[config.mk]
export PLATFORM = sky130hd
export DESIGN_NAME = wavelet_ctrl_flat
export DESIGN_NICKNAME = d
export VERILOG_FILES = /design/src/rtl/wavelet_core_if.sv /design/src/rtl/wavelet_ctrl.sv /design/src/flat_wrapper.sv
export SDC_FILE = /design/constraint.sdc
export NUM_CORES = 1
export LEC_CHECK = 0
export CAP_MARGIN = 5
export CORE_MARGIN = 5
export CORE_UTILIZATION = 46
export CTS_BUF_LIST = sky130_fd_sc_hd__clkbuf_16
export CTS_CLUSTER_DIAMETER = 40
export DETAILED_ROUTE_END_ITERATION = 6
export MAX_ROUTING_LAYER = met4
export PLACE_DENSITY = 0.76
export RECOVER_POWER = 100
export SYNTH_ARGS = -nofsm -noshare
export SYNTH_HDL_FRONTEND = slang
export SYNTH_SLANG_ARGS = --single-unit
[constraint.sdc]
create_clock -name wb_clk_i -period 2.45 [get_ports wb_clk_i]
set_input_delay 0.245 -clock wb_clk_i [delete_from_list [all_inputs] [get_ports wb_clk_i]]
set_output_delay 0.245 -clock wb_clk_i [all_outputs]
set_load 0.005 [all_outputs]
[src/rtl/wavelet_core_if.sv]
// ---------------------------------------------------------------------------
// wavelet_core_if
// Bundle between the wavelet controller and the filter core.
//
// Handshake rules:
//   * tap_we is a single-cycle write strobe. tap_addr and tap_data are valid
//     while tap_we is high.
//   * A sample transfers on a rising edge where smp_valid && smp_ready.
//     Once smp_valid rises, it and smp_data stay put until that edge.
//     smp_ready may depend on smp_valid.
//   * res_valid is a single-cycle strobe qualifying res_data. It has no
//     back-pressure.
//
// Modports:
//   master - controller side: drives tap_*, smp_valid and smp_data.
//   slave  - core side: drives smp_ready, res_valid and res_data.
// ---------------------------------------------------------------------------
interface wavelet_core_if #(
  parameter int DW = 8
);
  logic          tap_we;
  logic [4:0]    tap_addr;
  logic [DW-1:0] tap_data;
  logic          smp_valid;
  logic [DW-1:0] smp_data;
  logic          smp_ready;
  logic          res_valid;
  logic [15:0]   res_data;

  modport master (
    output tap_we, tap_addr, tap_data, smp_valid, smp_data,
    input  smp_ready, res_valid, res_data
  );

  modport slave (
    input  tap_we, tap_addr, tap_data, smp_valid, smp_data,
    output smp_ready, res_valid, res_data
  );
endinterface

[src/rtl/wavelet_ctrl.sv]
// ---------------------------------------------------------------------------
// wavelet_ctrl
// Host-to-core bridge for a wavelet filter.
//
// The host toggles la_in[31] to issue a command. The toggle bit is taken
// through a two-flop synchroniser. The controller writes taps, pushes
// samples, or flushes the core with zeros. It reports progress on la_out
// and toggles an ack bit when each command completes.
//
// Ports:
//   wb_clk_i  clock (rising edge)
//   wb_rst_n  asynchronous active-low reset
//   active    block enable; when low the controller aborts to IDLE
//   la_in     command word: [31] strobe, [30:29] opcode, [28:24] tap index,
//             [DW-1:0] data
//   la_out    status word: [31] ack, [30] busy, [29] timeout, [28] error,
//             [27:16] sample count, [15:0] last result
//   state_o   current FSM state, for debug
//   core      filter-core bundle (master side)
// ---------------------------------------------------------------------------
module wavelet_ctrl #(
  parameter int N_TAPS  = 8,
  parameter int DW      = 8,
  parameter int TIMEOUT = 255
) (
  input  logic           wb_clk_i,
  input  logic           wb_rst_n,
  input  logic           active,
  input  logic [31:0]    la_in,
  output logic [31:0]    la_out,
  output logic [2:0]     state_o,
  wavelet_core_if.master core
);

  localparam int TW = (TIMEOUT < 1) ? 1 : $clog2(TIMEOUT + 1);
  localparam logic [4:0]    NT      = 5'(N_TAPS);
  localparam logic [TW-1:0] TMO_END = TW'(TIMEOUT - 1);

  typedef enum logic [2:0] {
    S_IDLE     = 3'd0,
    S_TAP_WR   = 3'd1,
    S_SMP_SEND = 3'd2,
    S_RES_WAIT = 3'd3,
    S_FLUSH    = 3'd4
  } state_e;

  state_e state_q, state_d;

  // Synchroniser and edge detector for the command strobe.
  logic       sync1_q, sync2_q, prev_q;
  logic [1:0] prime_q;
  logic       cmd_evt;

  // Datapath registers.
  logic          ack_q, ack_d, ack_pend_q, ack_pend_d;
  logic          to_q, to_d, err_q, err_d;
  logic [11:0]   cnt_q, cnt_d;
  logic [15:0]   res_q, res_d;
  logic [4:0]    tap_addr_q, tap_addr_d;
  logic [DW-1:0] tap_data_q, tap_data_d, smp_q, smp_d;
  logic          flush_q, flush_d;
  logic [4:0]    flush_left_q, flush_left_d;
  logic [TW-1:0] timer_q, timer_d;

  logic [1:0] op;
  logic [4:0] idx;
  logic       accept, err_busy, tmo_hit, ack_toggle, busy;

  // Bits between the data field and the tap index carry no meaning.
  if (DW < 24) begin : g_unused
    logic unused_la_bits;
    assign unused_la_bits = ^la_in[23:DW];
  end

  assign op       = la_in[30:29];
  assign idx      = la_in[28:24];
  assign accept   = cmd_evt && active && (state_q == S_IDLE);
  assign err_busy = cmd_evt && active && (state_q != S_IDLE);
  assign tmo_hit  = (timer_q == TMO_END);

  // Edge detection is held off until prev_q has loaded the synchronised
  // level. This stops the strobe level present at reset release from being
  // read as a command.
  assign cmd_evt = (prime_q == 2'd3) && (sync2_q != prev_q);

  always_ff @(posedge wb_clk_i or negedge wb_rst_n) begin
    if (!wb_rst_n) begin
      sync1_q <= 1'b0;
      sync2_q <= 1'b0;
      prev_q  <= 1'b0;
      prime_q <= 2'd0;
    end else begin
      sync1_q <= la_in[31];
      sync2_q <= sync1_q;
      prev_q  <= sync2_q;
      if (prime_q != 2'd3) prime_q <= prime_q + 2'd1;
    end
  end

  // FSM: state register.
  always_ff @(posedge wb_clk_i or negedge wb_rst_n) begin
    if (!wb_rst_n) state_q <= S_IDLE;
    else           state_q <= state_d;
  end

  // FSM: next state.
  always_comb begin
    state_d = state_q;
    if (!active) begin
      state_d = S_IDLE;
    end else begin
      case (state_q)
        S_IDLE: begin
          if (accept) begin
            case (op)
              2'b01:   if (idx < NT) state_d = S_TAP_WR;
              2'b10:   state_d = S_SMP_SEND;
              2'b11:   state_d = S_FLUSH;
              default: state_d = S_IDLE;
            endcase
          end
        end
        S_TAP_WR:   state_d = S_IDLE;
        S_SMP_SEND: if (core.smp_ready) state_d = S_RES_WAIT;
        S_RES_WAIT: if (core.res_valid || tmo_hit) state_d = flush_q ? S_FLUSH : S_IDLE;
        S_FLUSH:    state_d = (flush_left_q == 5'd0) ? S_IDLE : S_SMP_SEND;
        default:    state_d = S_IDLE;
      endcase
    end
  end

  // FSM: outputs. The strobes are gated by active, so an abort drops them
  // at once.
  always_comb begin
    busy           = (state_q != S_IDLE);
    core.tap_we    = (state_q == S_TAP_WR) && active;
    core.tap_addr  = tap_addr_q;
    core.tap_data  = tap_data_q;
    core.smp_valid = (state_q == S_SMP_SEND) && active;
    core.smp_data  = smp_q;
    state_o        = state_q;
    la_out         = {ack_q, busy, to_q, err_q, cnt_q, res_q};
  end

  // Datapath next state.
  always_comb begin
    ack_pend_d   = 1'b0;
    to_d         = to_q;
    err_d        = err_q;
    cnt_d        = cnt_q;
    res_d        = res_q;
    tap_addr_d   = tap_addr_q;
    tap_data_d   = tap_data_q;
    smp_d        = smp_q;
    flush_d      = flush_q;
    flush_left_d = flush_left_q;
    timer_d      = timer_q;
    ack_toggle   = 1'b0;
    if (!active) begin
      flush_d = 1'b0;
      timer_d = '0;
    end else begin
      // NOP and a bad tap index finish in IDLE. Their ack is delayed by one
      // cycle so it lands at the same point as a real tap write.
      if (ack_pend_q) ack_toggle = 1'b1;
      if (err_busy)   err_d      = 1'b1;
      if (accept) begin
        case (op)
          2'b00: begin
            ack_pend_d = 1'b1;
            if (la_in[0]) begin
              to_d  = 1'b0;
              err_d = 1'b0;
            end
          end
          2'b01: begin
            if (idx < NT) begin
              tap_addr_d = idx;
              tap_data_d = la_in[DW-1:0];
            end else begin
              err_d      = 1'b1;
              ack_pend_d = 1'b1;
            end
          end
          2'b10: smp_d = la_in[DW-1:0];
          default: begin
            smp_d        = '0;
            flush_d      = 1'b1;
            flush_left_d = NT;
          end
        endcase
      end
      case (state_q)
        S_TAP_WR: ack_toggle = 1'b1;
        S_SMP_SEND: begin
          if (core.smp_ready) begin
            timer_d = '0;
            if (flush_q) flush_left_d = flush_left_q - 5'd1;
            else         cnt_d        = cnt_q + 12'd1;
          end
        end
        S_RES_WAIT: begin
          timer_d = timer_q + 1'b1;
          if (core.res_valid) begin
            res_d = core.res_data;
            if (!flush_q) ack_toggle = 1'b1;
          end else if (tmo_hit) begin
            to_d = 1'b1;
            if (!flush_q) ack_toggle = 1'b1;
          end
        end
        S_FLUSH: begin
          if (flush_left_q == 5'd0) begin
            ack_toggle = 1'b1;
            flush_d    = 1'b0;
          end
        end
        default: ;
      endcase
    end
    ack_d = ack_q ^ ack_toggle;
  end

  always_ff @(posedge wb_clk_i or negedge wb_rst_n) begin
    if (!wb_rst_n) begin
      ack_q        <= 1'b0;
      ack_pend_q   <= 1'b0;
      to_q         <= 1'b0;
      err_q        <= 1'b0;
      cnt_q        <= '0;
      res_q        <= '0;
      tap_addr_q   <= '0;
      tap_data_q   <= '0;
      smp_q        <= '0;
      flush_q      <= 1'b0;
      flush_left_q <= '0;
      timer_q      <= '0;
    end else begin
      ack_q        <= ack_d;
      ack_pend_q   <= ack_pend_d;
      to_q         <= to_d;
      err_q        <= err_d;
      cnt_q        <= cnt_d;
      res_q        <= res_d;
      tap_addr_q   <= tap_addr_d;
      tap_data_q   <= tap_data_d;
      smp_q        <= smp_d;
      flush_q      <= flush_d;
      flush_left_q <= flush_left_d;
      timer_q      <= timer_d;
    end
  end

endmodule

[src/flat_wrapper.sv]
// flat-port wrapper written by rule: the top's interface ports become plain ports
module wavelet_ctrl_flat 
#(
  parameter int N_TAPS  = 8,
  parameter int DW      = 8,
  parameter int TIMEOUT = 255
)
  (wb_clk_i, wb_rst_n, active, la_in, la_out, state_o, core_tap_we, core_tap_addr, core_tap_data, core_smp_valid, core_smp_data, core_smp_ready, core_res_valid, core_res_data);
  wavelet_core_if #(.DW(DW)) core_i ();
  input  logic wb_clk_i;
  input  logic wb_rst_n;
  input  logic active;
  input  logic [31:0] la_in;
  output logic [31:0] la_out;
  output logic [2:0] state_o;
  output wire logic [$bits(core_i.tap_we)-1:0] core_tap_we;
  output wire logic [$bits(core_i.tap_addr)-1:0] core_tap_addr;
  output wire logic [$bits(core_i.tap_data)-1:0] core_tap_data;
  output wire logic [$bits(core_i.smp_valid)-1:0] core_smp_valid;
  output wire logic [$bits(core_i.smp_data)-1:0] core_smp_data;
  input wire logic [$bits(core_i.smp_ready)-1:0] core_smp_ready;
  input wire logic [$bits(core_i.res_valid)-1:0] core_res_valid;
  input wire logic [$bits(core_i.res_data)-1:0] core_res_data;
  assign core_tap_we = core_i.tap_we;
  assign core_tap_addr = core_i.tap_addr;
  assign core_tap_data = core_i.tap_data;
  assign core_smp_valid = core_i.smp_valid;
  assign core_smp_data = core_i.smp_data;
  assign core_i.smp_ready = core_smp_ready;
  assign core_i.res_valid = core_res_valid;
  assign core_i.res_data = core_res_data;
  wavelet_ctrl #(.N_TAPS(N_TAPS), .DW(DW), .TIMEOUT(TIMEOUT)) u_core (.wb_clk_i(wb_clk_i), .wb_rst_n(wb_rst_n), .active(active), .la_in(la_in), .la_out(la_out), .state_o(state_o), .core(core_i));
endmodule
==> run_results.csv <==
group,metric,value,unit
cts,clkTransAtPathRegs,0.06,ns
layout,final-instance-count-excl-fill,498,
place,numPortBuffers,94,
sta,fin_crit_sh,89.9,%
drt,ant_nets,0,
floorplan,start_util,46.8,%
floorplan,coreArea,7210,um^2
global_routing,grt_pass1_wl,12.9,mm
cts,hold_buffers,0,
cts,cts-root-buf,"clkbuf_16",
sta,worst_slew_pin_slew,1.82,ns
place,gp_congestion,0.815,
logic_synthesis,synth_warnings,0,
logic_synthesis,synth_area_per_cell,11.5,um^2
logic_synthesis,syn_inst,293,
run,maxCapViolCount,1,
global_routing,grt-ovfl-total,0,
global_routing,grt_pass1_vias,2672,
layout,final_core_util,65.8,%
drt,via_per_inst,5.19,
drt,drt_wl_total,7.56,mm
sta,hold_slack,0.346,ns
worst_hold_path,min_path_type,"reg -> reg",
logic_synthesis,yosysUniqueCellTypes,46,
floorplan,die_h,95.7,um
setup_path,path_class,"in -> out",
floorplan,die_x,95.7,um
layout,final_common_cell,"dfrtp_1",
sta,rsz0062_at_grt,"false",
global_routing,grt_usage,18.7,%
sta,fin_worst_skew,0.00684,ns
drt,dr.pass1.iters,4,
place,post-place-cells,482,
sta,drv_slew,76,
floorplan,rows,31,
setup_path,critPathLaunchType,"input port",
drt,via_count,2586,
logic_synthesis,synth_fp_nets,351,
cts,insertion_delay,0.32,ns
setup_path,critPathMaxFanout,9,
drt,wl_per_cell,15.2,um
cts,cts_tree,"built",
sta,max_freq,454,MHz
setup_path,cp.arrival,1.96,ns
global_routing,antenna_found_initial,0,
logic_synthesis,yosysSeqAreaShare,55.6,%
cts,numCtsBuffers,9,
power_and_ir_drop,vdd_drop_max,0.452,mV
setup_path,endpoint_kind,"output pin",
layout,layout.nets,452,
sta,period_minus_slack,2.20,ns
power_and_ir_drop,p_leak,2.23,nW
layout,nFillCells,589,
run_status,violations,"max-capacitance violations, max-slew violations",
power_and_ir_drop,p_total,0.00370,W
place,dpl.hpwl,5.52,mm
layout,num_antenna_cells,0,
floorplan,die-area,9150,um^2
layout,area_delta_synth_final,40.6,%
layout,drive_gt1_share,14.0,%
global_routing,grt_max_degree,76,
sta,fin_tns_setup,0,ns
logic_synthesis,synth_edf_count,0,
sta,hold_viol_final,0,
cts,cts_resized,0,
logic_synthesis,synthArstFlopShare,100,%
cts,cts_sinks,75,
drt,drc,0,
logic_synthesis,ys_ff_latch,75,
setup_path,critPathRequiredTime,2.20,ns
logic_synthesis,synth_area,3380,um^2
cts,post_cts_buffers,0,
cts,htree_levels,3,
cts,clock_path_buffers,2,
run_status,status,"finished with violations",
drt,drt_iter0_markers,73,
sta,setup_violations,0,
logic_synthesis,synthFlopType,"dfrtp_1",
floorplan,boundaryPins,111,
sta,maxSlewHeadroom,-21.3,%
layout,mostFrequentLayoutCells,"75 x dfrtp_1, 56 x dlygate4sd3_1, 37 x clkdlybuf4s50_1, 29 x mux2_2, 25 x nand2_1",
power_and_ir_drop,power_density,779,nW/um^2
[Yosys cell counts, drive strengths merged, types with 3 or more instances]
cell type | number | share of area [%]
dfrtp | 75 | 56
mux2 | 29 | 9.7
nand2 | 25 | 2.8
o21ai | 22 | 3.3
nor2 | 15 | 1.9
nand2b | 10 | 1.9
buf | 9 | 1.9
inv | 9 | 1.0
xor2 | 9 | 2.3
nand3 | 8 | 1.2
clkbuf | 7 | 0.78
or3 | 7 | 1.6
nand4 | 6 | 1.1
xnor2 | 6 | 1.6
and4 | 5 | 1.3
ha | 5 | 1.9
nor2b | 5 | 0.93
a21oi | 4 | 0.59
nor3 | 3 | 0.44
nor4bb | 3 | 0.89
o31a | 3 | 0.78
o31ai | 3 | 0.67
[state kept, by name, summed over array words and instances (netlist names), 2 cells and up]
name / cells
u_core.core.tap_addr: 5
u_core.flush_left_q: 5
u_core.prime_q: 2
u_core.res_q: 16
u_core.cnt_q: 12
u_core.timer_q: 8
u_core.core.smp_data: 8
u_core.state_o: 3
u_core.core.tap_data: 8
[where the power goes]
group,switching [W],internal (W),leakage [nW],total (W)
Combinational,0.000283,0.000420,1.07,0.000703
Sequential,0.000106,0.00141,0.991,0.00152
Clock,0.000484,0.000992,0.165,0.00148
[area by class of cell]
class / count / area [um^2] / area share, %
Clock buffer: 9 / 225 / 4.75
Clock inverter: 7 / 116 / 2.45
Inverter: 9 / 33.8 / 0.712
Multi-Input combinational cell: 193 / 1370 / 28.8
Sequential cell: 75 / 1880 / 39.5
Tap cell: 99 / 124 / 2.61
Timing Repair Buffer: 106 / 1000 / 21.2
[metrics by stage]
step	worst slack, ns	cell area, um^2
after floorplan	0.463	3380
after global placement	0.242	4440
after detailed placement	0.217	4440
after CTS	0.323	4780
after global routing	0.142	4750
final	0.248	4750
[critical path, stage by stage]
cell             delay, ns
dlygate4sd3_1         0.68
nor4bb_1              0.32
buf_4                 0.21
clkdlybuf4s50_1       0.51
[final timing paths]
| kind | from | endpoint | slack [ns] | depth (start not counted) |
|---|---|---|---|---|
| setup / recovery | active | core_smp_valid | 0.25 | 4 |
| hold / removal | u_core.sync1_q | u_core.sync2_q | 0.35 | 0 |
| setup reg to reg | u_core.state_o[0] | u_core.core.tap_data[0] | 0.32 | 4 |
| hold reg to reg | u_core.sync1_q | u_core.sync2_q | 0.35 | 0 |
| max in group asynchronous | wb_rst_n | u_core.timer_q[5] | 0.96 | 1 |
| min in group asynchronous | wb_rst_n | u_core.core.tap_data[5] | 0.40 | 1 |
[layer usage]
metal	vias to the layer above	part of all wire (%)	GRT usage, %	wire length, um
li1	1252	-	-	-
met1	1257	44	23.9	3330
met2	66	49	28.4	3690
met3	11	5.3	4.03	403
met4	0	1.7	8.65	128
met5	-	0	-	0
[kinds of logic (layout without fill, tap and decap cells)]
kind of cell	after synthesis	in the layout	share of synthesized area [%]
and+or+nand+nor	96	96	16.1
buffers and inverters	25	131	3.67
xor gates and xnor gates	15	15	3.89
adders and majority gates	5	5	1.85
DFF	75	75	55.6
muxes	30	30	9.97
AOI/OAI and AO/OA	47	47	8.90
Note: power is estimated with default switching activity, not from simulation.
==> variant (same flow settings) <==
Reset style: synchronous (`wb_rst_n`), changed in 3 clocked blocks. Comments in the files are not updated.
--- a/src/rtl/wavelet_ctrl.sv
+++ b/src/rtl/wavelet_ctrl.sv
@@ -85,3 +85,3 @@
 
-  always_ff @(posedge wb_clk_i or negedge wb_rst_n) begin
+  always_ff @(posedge wb_clk_i) begin
     if (!wb_rst_n) begin
@@ -100,3 +100,3 @@
   // FSM: state register.
-  always_ff @(posedge wb_clk_i or negedge wb_rst_n) begin
+  always_ff @(posedge wb_clk_i) begin
     if (!wb_rst_n) state_q <= S_IDLE;
@@ -223,3 +223,3 @@
 
-  always_ff @(posedge wb_clk_i or negedge wb_rst_n) begin
+  always_ff @(posedge wb_clk_i) begin
     if (!wb_rst_n) begin
Behaviour: differs if wb_rst_n is asserted again (counterexample within 10 cycles, from zero or initial values and one cycle with wb_rst_n low); with wb_rst_n held inactive, the same outputs for 10 cycles.
==> variant against the unedited design <==
Die area rose by 3.0%; wire length up 10%; final cell count grew 16%; first-iteration DRC count rose by 130%; worst setup slack worse by 0.079 ns; design area shrank 0.90%; clock skew is essentially flat; sequential cell count did not move; synthesized area up 3.4%; critical path type unchanged; count of clock-buffer cells in the layout unchanged.
Power is not compared: it rests on default switching activity, and its combinational part moved more than twofold at a synthesized area within 25%.
==> variant: results (changes against the unedited design) <==
Status
  • Status: complete, no violations

Worst setup path
  • Crit-path max cell delay: 0.62 ns (-0.06 ns)
  • Worst R2R Setup Slack: 0.34 ns (+0.02 ns)
  • Worst Path Arrival: 2.04 ns (+0.08 ns)
  • R2r endpoint: u_core.flush_left_q[4]
  • CP max-delay cell: clkdlybuf4s50_1
  • Critical-path maximum fanout: 9 (unchanged)
  • Reg-to-Reg Start: u_core.state_o[2]

Synth
  • Synth Area per Inst: 8.948 um2 (-22%)
  • Asr flop ratio synth: 0% (-100 points)
  • Part of the Yosys area used for sequential elements: 43.03% (-13 points)
  • Netlist cell types: 60 (+30%)
  • Post-synth net total: 448 (+28%)
  • Most frequent cells after synthesis: dfxtp_1, nand2_1, a21boi_0, nand3_1, and2_1

STA
  • Slew margin rel.: 38.15% (+59 points)
  • Smallest hold slack: 0.3397 ns (-0.006388 ns)
  • Crit path time final: 2.282 ns (+0.07946 ns)

Placement
  • RePlAce Congestion: 0.7929 (-2.7%)
  • Inst Count DP: 564 (+17%)
  • Post-placement setup slack: 0.1980 ns (-0.01932 ns)
  • Placed instance area: 0.004452 mm2 (+0.31%)
  • DP Wirelength: 5914 um (+7.2%)

Min path
  • Worst min path class: input port to flop
  • Worst Hold Launch: wb_rst_n
  • Hold path depth: 2 (+2)

GRT
  • Total track usage: 18.54% (-0.15 points)
  • Largest net degree at the start of global routing: 60 (-21%)
  • Global Route met3 Usage: 4.523% (+0.50 points)
  • Wire length of the first global-routing pass: 14290 um (+11%)
  • Met1 usage: 21.59% (-2.3 points)
  • Global Route met2 Usage: 30.20% (+1.8 points)

Cells and area
  • Share of cells above drive strength 1: 5.833% (-8.2 points)
  • NumNets Final: 534 (+18%)

Detailed routing
  • Number of DRC markers in iteration 0: 168 (+130%)
  • Vias: 3075 (+19%)
  • Routed length on met2: 4044 um (+9.5%)
  • Wl on met1: 3715 um (+11%)
  • Vias per std cell: 5.311 (+2.3%)
## variant: cell type report
class | instances | area [um2] | share of cell area (%)
Clock buffer | 9 | 225.2 | 4.789
Clock inverter | 6 | 65.06 | 1.383
Inverter | 11 | 41.29 | 0.8779
Multi-Input combinational cell | 280 | 1779 | 37.83
Sequential cell | 75 | 1503 | 31.95
Tap cell | 99 | 123.9 | 2.634
Timing Repair Buffer | 99 | 965.9 | 20.54
## variant: cell families after synthesis
logic type | Yosys count | share of synthesized area (%)
and+or+nand+nor | 172 | 27.75
AOI/OAI and AO/OA | 80 | 16.10
DFF | 75 | 43.03
buffers and inverters | 35 | 5.055
muxes | 13 | 3.765
xor gates and xnor gates | 10 | 2.510
adders and majority gates | 5 | 1.793
## variant: what timing repair did
item / in CTS / in global routing
endpoints found under the hold margin: 0 / 0
resized for setup: 0 / 1
endpoints found under the setup margin: 0 / 1
## variant: critical path, delay by kind of cell
| family | cells | cell delay, ns |
|---|---|---|
| and+or+nand+nor | 2 | 0.61 |
| buffers and inverters | 2 | 1.18 |
